**src/rtl/ung_pkg.sv**
```systemverilog
// Shared types and derived constants for the parallel unary stream generator
// and the thermometer decoder it shares with the SNG lanes.
package ung_pkg;

  typedef enum logic {
    IDLE,
    STREAM
  } ung_state_e;

  // Beats per stream: NB = 2^WIDTH / P.
  function automatic int ung_nb(input int width, input int p);
    return (1 << width) / p;
  endfunction

  // Width of the beat index register: BEAT_W = WIDTH - log2(P).
  function automatic int ung_beat_w(input int width, input int p);
    return width - $clog2(p);
  endfunction

  // Legal when P is a power of two and 1 <= P < 2^WIDTH.
  function automatic bit ung_params_ok(input int width, input int p);
    return (p >= 1) && ((p & (p - 1)) == 0) && (p < (1 << width));
  endfunction

endpackage

```
**src/rtl/ung_par_stream_if.sv**
```systemverilog
// Input value handshake plus output beat stream of the unary generator.
interface ung_par_stream_if #(
  parameter int WIDTH = 5,
  parameter int P     = 2
);
  logic             in_valid;
  logic             in_ready;
  logic [WIDTH-1:0] in_data;
  logic             out_valid;
  logic             out_ready;
  logic [P-1:0]     out_bits;
  logic             out_last;

  modport master (
    output in_valid, in_data, out_ready,
    input  in_ready, out_valid, out_bits, out_last
  );

  modport slave (
    input  in_valid, in_data, out_ready,
    output in_ready, out_valid, out_bits, out_last
  );
endinterface

```
**src/rtl/ung_therm_dec.sv**
```systemverilog
// Combinational thermometer decoder: bit i of the beat is set while more
// than i ones remain, so the ones always form a contiguous prefix.
module ung_therm_dec #(
  parameter int WIDTH = 5,
  parameter int P     = 2
) (
  input  logic [WIDTH-1:0] rem_i,
  output logic [P-1:0]     bits_o
);

  always_comb begin
    // NOTE: default assignment first so no path leaves bits_o unassigned (no latch).
    bits_o = '0;
    for (int i = 0; i < P; i++) begin
      bits_o[i] = (rem_i > WIDTH'(i));
    end
  end

endmodule

```
**src/rtl/ung_par_stream.sv**
```systemverilog
// Parallel exact unary bit-stream generator: loads a WIDTH-bit value and emits
// its 2^WIDTH-bit thermometer stream, P bits per beat, under backpressure.
module ung_par_stream
  import ung_pkg::*;
#(
  parameter int WIDTH = 5,
  parameter int P     = 2,
  parameter int TRUNC = 0
) (
  input  logic             clk,
  input  logic             rst,
  ung_par_stream_if.slave  bus
);

  localparam int BEAT_W = ung_beat_w(WIDTH, P);
  localparam int NB     = ung_nb(WIDTH, P);
  localparam logic [WIDTH-1:0]  P_W       = WIDTH'(P);
  localparam logic [BEAT_W-1:0] LAST_BEAT = BEAT_W'(NB - 1);

  if (!ung_params_ok(WIDTH, P)) begin : g_bad_params
    $error("ung_par_stream: P must be a power of two below 2**WIDTH");
  end

  ung_state_e        state_q;
  logic [WIDTH-1:0]  rem_q;
  logic [BEAT_W-1:0] beat_q;

  logic             last_beat;
  logic             beat_acc;
  logic             stream_end;
  logic [WIDTH-1:0] rem_d;

  // Saturating decrement: the final partial beat drains rem to zero, never wraps.
  assign rem_d = (rem_q > P_W) ? (rem_q - P_W) : '0;

  assign last_beat = (TRUNC != 0) ? ((rem_q <= P_W) || (beat_q == LAST_BEAT))
                                  : (beat_q == LAST_BEAT);

  assign beat_acc   = (state_q == STREAM) && bus.out_ready;
  assign stream_end = beat_acc && last_beat;

  assign bus.out_valid = (state_q == STREAM);
  assign bus.out_last  = (state_q == STREAM) && last_beat;
  // Combinational out_ready -> in_ready path gives zero-bubble back-to-back streams.
  assign bus.in_ready  = (state_q == IDLE) || stream_end;

  ung_therm_dec #(
    .WIDTH (WIDTH),
    .P     (P)
  ) u_dec (
    .rem_i  (rem_q),
    .bits_o (bus.out_bits)
  );

  // NOTE: sequential state is updated with non-blocking assignments only.
  always_ff @(posedge clk) begin
    if (rst) begin
      state_q <= IDLE;
      rem_q   <= '0;
      beat_q  <= '0;
    end else begin
      unique case (state_q)
        IDLE: begin
          if (bus.in_valid) begin
            rem_q   <= bus.in_data;
            beat_q  <= '0;
            state_q <= STREAM;
          end
        end
        STREAM: begin
          if (beat_acc) begin
            rem_q  <= rem_d;
            beat_q <= beat_q + 1'b1;
            if (stream_end) begin
              if (bus.in_valid) begin
                rem_q  <= bus.in_data;
                beat_q <= '0;
              end else begin
                state_q <= IDLE;
              end
            end
          end
        end
        default: state_q <= IDLE;
      endcase
    end
  end

endmodule

```
**src/flat_wrapper.sv**
```systemverilog
// flat-port wrapper written by rule: the top's interface ports become plain ports
module ung_par_stream_flat import ung_pkg::*;
#(
  parameter int WIDTH = 5,
  parameter int P     = 2,
  parameter int TRUNC = 0
)
  (clk, rst, bus_in_valid, bus_in_data, bus_out_ready, bus_in_ready, bus_out_valid, bus_out_bits, bus_out_last);
  ung_par_stream_if #(.WIDTH(WIDTH), .P(P)) bus_i ();
  input  logic clk;
  input  logic rst;
  input wire logic [$bits(bus_i.in_valid)-1:0] bus_in_valid;
  input wire logic [$bits(bus_i.in_data)-1:0] bus_in_data;
  input wire logic [$bits(bus_i.out_ready)-1:0] bus_out_ready;
  output wire logic [$bits(bus_i.in_ready)-1:0] bus_in_ready;
  output wire logic [$bits(bus_i.out_valid)-1:0] bus_out_valid;
  output wire logic [$bits(bus_i.out_bits)-1:0] bus_out_bits;
  output wire logic [$bits(bus_i.out_last)-1:0] bus_out_last;
  assign bus_i.in_valid = bus_in_valid;
  assign bus_i.in_data = bus_in_data;
  assign bus_i.out_ready = bus_out_ready;
  assign bus_in_ready = bus_i.in_ready;
  assign bus_out_valid = bus_i.out_valid;
  assign bus_out_bits = bus_i.out_bits;
  assign bus_out_last = bus_i.out_last;
  ung_par_stream #(.WIDTH(WIDTH), .P(P), .TRUNC(TRUNC)) u_core (.clk(clk), .rst(rst), .bus(bus_i));
endmodule
```
**config.mk**
```make
export PLATFORM = sky130hd
export DESIGN_NAME = ung_par_stream_flat
export DESIGN_NICKNAME = d
export VERILOG_FILES = /design/src/rtl/ung_pkg.sv /design/src/rtl/ung_par_stream_if.sv /design/src/rtl/ung_therm_dec.sv /design/src/rtl/ung_par_stream.sv /design/src/flat_wrapper.sv
export SDC_FILE = /design/constraint.sdc
export NUM_CORES = 1
export LEC_CHECK = 0
export BUFFER_PORTS_ARGS = -buffer_cell sky130_fd_sc_hd__buf_4
export CAP_MARGIN = 30
export CORE_AREA = 4 4 45 47
export CTS_CLUSTER_DIAMETER = 200
export DETAILED_ROUTE_END_ITERATION = 10
export DIE_AREA = 0 0 49 51
export GPL_TIMING_DRIVEN = 0
export SLEW_MARGIN = 30
export SYNTH_ARGS = -nofsm -noshare
export SYNTH_HDL_FRONTEND = slang
export SYNTH_SLANG_ARGS = --single-unit
```
**constraint.sdc**
```tcl
create_clock -name clk -period 2.3 [get_ports clk]
set_input_delay 0.115 -clock clk [delete_from_list [all_inputs] [get_ports clk]]
set_output_delay 0.115 -clock clk [all_outputs]
set_load 0.01 [all_outputs]
```
Word-level counts from Yosys, hierarchy flattened
Index checks and enable logic that the tools add are counted.

storage, ports and cells
  output and inout bits = 5
  input bits = 9
  flip-flop bits (word level) = 10
  memory bits (writable) = 0
  memories = 0
  word-level logic and storage cells = 32
  memory bits (read-only) = 0
  bits in latches = 0

cells by class
  multipliers = 0
  reduce and logical (&&, ||, !) cells = 5
  divide/modulo/power cells = 0
  $add $sub $neg = 2
  eq/ne operators = 3
  bitwise logic cells = 1
  order comparisons = 3
  shift operators = 0
  multiplexer cells = 15

operators by type and width
  cell                                                            count
  two-way mux 5 bit                                               5
  two-way mux 4 bit                                               4
  greater-than comparator 5 x 1 -> 1 bit (second input constant)  2
  case mux 5 bit (2 select lines)                                 1
  case mux 4 bit (2 select lines)                                 1
  greater-than comparator 5 x 2 -> 1 bit (second input constant)  1
  subtractor 5 x 2 -> 5 bit (second input constant)               1
  adder 4 x 1 -> 4 bit (second input constant)                    1
  equality test 4 bit (second input constant)                     1
  inequality test 2 bit (second input constant)                   2
  logical AND 1 bit                                               3
  two-way mux 1 bit                                               3
  case mux 1 bit (2 select lines)                                 1
  AND reduction 2 bit                                             1
  logical OR 1 bit                                                1
  inverter 1 bit                                                  1

Depth between registers and ports, before layout
  word-level depth = 6
  mapped depth = 5
  depth with buffers taken out = 5

By module
From an unflattened synthesis, not the netlist that was laid out.

second synthesis, totals
  cells, all modules = 73
  area, all modules = 619.3 um^2

by module, submodules not included
  module          area an instance (um^2)  seq. area each (um^2)  cells an instance  times used
  ung_par_stream  601.8                    200.2                  71                 1
  ung_therm_dec   17.5                     0.0                    2                  1

Worst setup path before layout
OpenSTA, ideal clock, no wires.

  kind = register to register
  from = register u_core.beat_q[0]
  to = register u_core.rem_q[0]
  stages on the path, launching flop included = 6
  required time = 2167 ps
  slack = 961 ps
  period minus slack after synthesis = 1339 ps
  buffers on the path = 0
  setup time = 133 ps
  arrival = 1206 ps
  cells stage by stage = dfxtp_1 -> ha_1 -> nand4_4 -> a21bo_2 -> a22oi_1 -> nor3_1

between the ends
  cells in the longest elaborated chain, start to end = 5

RTL lines
  item                             line                  text
  from (decl)                      ung_par_stream.sv:26  logic [BEAT_W-1:0] beat_q;
  from (signal assigned)           ung_par_stream.sv:73  beat_q <= beat_q + 1'b1;
  equality test 4 bit              -
  logical AND 1 bit                ung_par_stream.sv:40  assign stream_end = beat_acc && last_beat;
  two-way mux 5 bit                ung_par_stream.sv:74  if (stream_end) begin
  two-way mux 5 bit                ung_par_stream.sv:71  if (beat_acc) begin
  case mux 5 bit (2 select lines)  ung_par_stream.sv:62  unique case (state_q)
  to (signal assigned)             ung_par_stream.sv:65  rem_q <= bus.in_data;
  to (signal assigned)             ung_par_stream.sv:72  rem_q <= rem_d;
  to (signal assigned)             ung_par_stream.sv:76  rem_q <= bus.in_data;
  to (decl)                        ung_par_stream.sv:25  logic [WIDTH-1:0] rem_q;

Every way passes these cells. The select of a mux whose other input is x is not followed.
A chain may end at the register's enable or synchronous reset.

Worst setup path in the final report
  from = register u_core.rem_q[1]
  to = output bus_out_bits[1]

between the ends
  cells in the longest elaborated chain, start to end = 1

RTL lines
  item                                    line                 text
  greater-than comparator 5 x 1 -> 1 bit  ung_therm_dec.sv:15  bits_o[i] = (rem_i > WIDTH'(i));
  to (decl)                               flat_wrapper.sv:17   output wire logic [$bits(bus_i.out_bits)-1:0] bus_out_bits;

Every way passes these cells.

==> flow_metrics.env <==
export IMPL_status="complete, no violations"
export IMPL_postRouteWirelength_mm=1.26
export IMPL_synthMuxAreaShare_pct=6.44
export IMPL_r2r_slack_ns=0.73
export IMPL_holdWs_ns=0.101
export IMPL_synthAdderAreaFrac_pct=4.02
export IMPL_post_route_period_util_pct=68.8
export IMPL_path_delay_family="flip-flops"
export IMPL_rsz0062_at_grt="false"
export IMPL_ant_nets=0
export IMPL_drv_cap=0
export IMPL_dp_hpwl_um=947
export IMPL_timing_rr_end="u_core.rem_q[2]$_SDFFE_PP0P_"
export IMPL_r2r_cells=5
export IMPL_yosysUniqueCellTypes=32
export IMPL_cp_required_ns=2.18
export IMPL_cts_resized=0
export IMPL_synth_compound_area_share_pct=25.2
export IMPL_root_buffer="clkbuf_4"
export IMPL_p_leak_nw=0.309
export IMPL_areaGrowthSynthToFinish_pct=21.5
export IMPL_fin_skew_ns=0.00313
export IMPL_cts_buffer_depth=2
export IMPL_hold_path_class="input pin to flop"
export IMPL_clk_latency_ns=0.26
export IMPL_critPathLaunchType="flop"
export IMPL_fmax_mhz=632
export IMPL_crit_path_cell_trace="inv_1 > ha_1 > mux2_2 > nand2_1 > buf_4"
export IMPL_core_area_mm2=0.00165
export IMPL_cpPeakStageDelay_ns=0.42
export IMPL_clock_sinks=10
export IMPL_grt_pass1_wl_mm=2.32
export IMPL_dieArea_mm2=0.00250
export IMPL_drive_above_1_share_pct=29.4
export IMPL_synthSimpleGateAreaFrac_pct=23.7
export IMPL_drt_first_pass_iters=4
export IMPL_syn_nets=81
export IMPL_netlist_instances=70
export IMPL_multi_input_area_um2=395
export IMPL_gp_congestion=0.806
export IMPL_final_common_cell="buf_4"
export IMPL_finalCriticalPeriod_ns=1.58
export IMPL_relSlewSlack_pct=69.3
export IMPL_ios=14
export IMPL_cts_hold_buffers=0
export IMPL_ir_worst_vdd_v=0.000250
export IMPL_drc_errors=0
export IMPL_cellPowerDensity_mw_per_mm2=585
export IMPL_rows=15
export IMPL_grtUsageTotal_pct=11.9
export IMPL_synth_xor_area_share_pct=4.23
export IMPL_rr_startpoint="u_core.rem_q[1]$_SDFFE_PP0P_"
export IMPL_synth_top_family_by_area="compound AO/OA/AOI/OAI gates"
export IMPL_final_seq_area_um2=200
export IMPL_crit_arrival_ns=1.47
export IMPL_ys_ff_latch=10
export IMPL_cp_num_buf_inv=2
export IMPL_drtIter0Drc=7
export IMPL_startpoint="u_core.rem_q[1]$_SDFFE_PP0P_"
export IMPL_final_setup_tns_ns=0
export IMPL_worstSetupPathType="flop to primary output"
export IMPL_post_cts_buffers=0
export IMPL_finalHoldViolations=0
export IMPL_final_max_slew_viol_count=0
export IMPL_synth_edf_count=0
export IMPL_setup_violations=0
export IMPL_cts_tree="done"
export IMPL_cp_max_fo=6
export IMPL_cp_end_kind="primary output"
export IMPL_routedWlPerCell_um=12.4
export IMPL_grt_max_degree=11
export IMPL_layout_common_cells="buf_4 (12), nand2_1 (10), dfxtp_1 (10), nor2_1 (6), a21oi_1 (5)"
export IMPL_vias_per_cell=5.25
export IMPL_start_util_pct=37.7
export IMPL_min_path_cells=3
export IMPL_worstMarginPinSlew_ns=0.460
export IMPL_synth_area_um2=622
export IMPL_worst_path_stages=5
export IMPL_die_width_um=49
export IMPL_synth_warnings=0
export IMPL_grt_pass1_vias=551
export IMPL_cts_made_buffers=3
export IMPL_grt_antenna_before_repair=0
export IMPL_die_y_um=51
export IMPL_synthFlopType="dfxtp_1"
export IMPL_cts_max_level=1
export IMPL_cpMaxStageDelayCell="dfxtp_1"
export IMPL_nNetsFinal=98
export IMPL_gr_total_overflow=0
export IMPL_io_buffers=12
export IMPL_clk_pin_slew_worst_paths_ns=0.06
export IMPL_diodes=0
export IMPL_syn_area_per_cell_um2=8.88
export IMPL_nFillCells=162
export IMPL_vias=535
export IMPL_synth_async_sr_flop_share_pct=0
export IMPL_yosysSeqAreaShare_pct=32.2
export IMPL_hold_start="bus_in_data[2]"
export IMPL_hold_end="u_core.rem_q[2]$_SDFFE_PP0P_"
-- through the flow --
stage                     utilization [%]  setup WS, ns  cells  total power (W)  cell area [µm²]
after floorplan                         -         0.961     70         0.000284              622
after global placement               44.4         0.787     99         0.000327              733
after detailed placement             44.4         0.752     99         0.000328              733
after CTS                            45.8         0.706    102         0.000449              756
after global routing                 45.8         0.563    102         0.000471              756
final                                45.8         0.717    102         0.000442              756
-- synthesized netlist by cell type, types with 2 or more instances --
cell | instances | area (µm²)
a21oi_1 | 5 | 25.0
a22oi_1 | 3 | 22.5
dfxtp_1 | 10 | 200
ha_1 | 2 | 25.0
inv_1 | 3 | 11.3
nand2_1 | 10 | 37.5
nor2_1 | 6 | 22.5
nor3_1 | 4 | 20.0
nor3b_1 | 2 | 15.0
o2111ai_1 | 2 | 17.5
xor2_1 | 2 | 17.5
-- kinds of logic (layout without fill, tap and decap cells) --
family / Yosys count / after routing
AO/OA/AOI/OAI: 19 / 19
AND/OR/NAND/NOR: 28 / 28
buffers and inverters: 5 / 20
multiplexers: 3 / 3
adder cells (fa/ha/maj): 2 / 2
flip-flops: 10 / 10
XOR/XNOR: 3 / 3
-- routing by layer --
metal,wire length [µm],GRT usage (%),vias up
li1,-,-,286
met1,575,12.8,237
met2,603,21.3,10
met3,74,5.25,2
met4,8,2.69,0
met5,0,0,-
-- power breakdown --
group / internal (W) / leakage (nW) / total [W] / switching [W]
registers: 0.000185 / 0.0822 / 0.000197 / 0.0000116
logic: 0.0000641 / 0.213 / 0.000127 / 0.0000626
clock network: 0.0000604 / 0.0138 / 0.000119 / 0.0000585
total: 0.000310 / 0.309 / 0.000442 / 0.000133
-- registers in the layout, summed over array words and instances, names as in the netlist --
name                  count
u_core.bus.out_valid      1
u_core.rem_q              5
u_core.beat_q             4
-- how the worst max path moves through the flow --
stage / endpoint / slack [ns]
global placement: u_core.rem_q[2]$_SDFFE_PP0P_ / 0.79
detailed placement: u_core.rem_q[2]$_SDFFE_PP0P_ / 0.75
global route: u_core.rem_q[0]$_SDFFE_PP0P_ / 0.56
floorplan: u_core.rem_q[0]$_SDFFE_PP0P_ / 0.96
CTS: bus_out_bits[1] / 0.71
finish: bus_out_bits[1] / 0.72
-- worst reg2reg max path, delay by kind of cell (launching register included) --
kind | cells | cell delay [ns]
AOI/OAI and AO/OA | 3 | 0.75
DFF | 1 | 0.42
buffers and inverters | 1 | 0.07
adders and majority gates | 1 | 0.27
-- final cells by class --
class                           instances  area share [%]
Clock buffer                            3            2.98
Buffer                                  2            1.99
Inverter                                3            1.49
Tap cell                               17            2.81
Sequential cell                        10            26.5
Multi-Input combinational cell         55            52.3
Timing Repair Buffer                   12            11.9
Power figures use the tool's default switching activity.
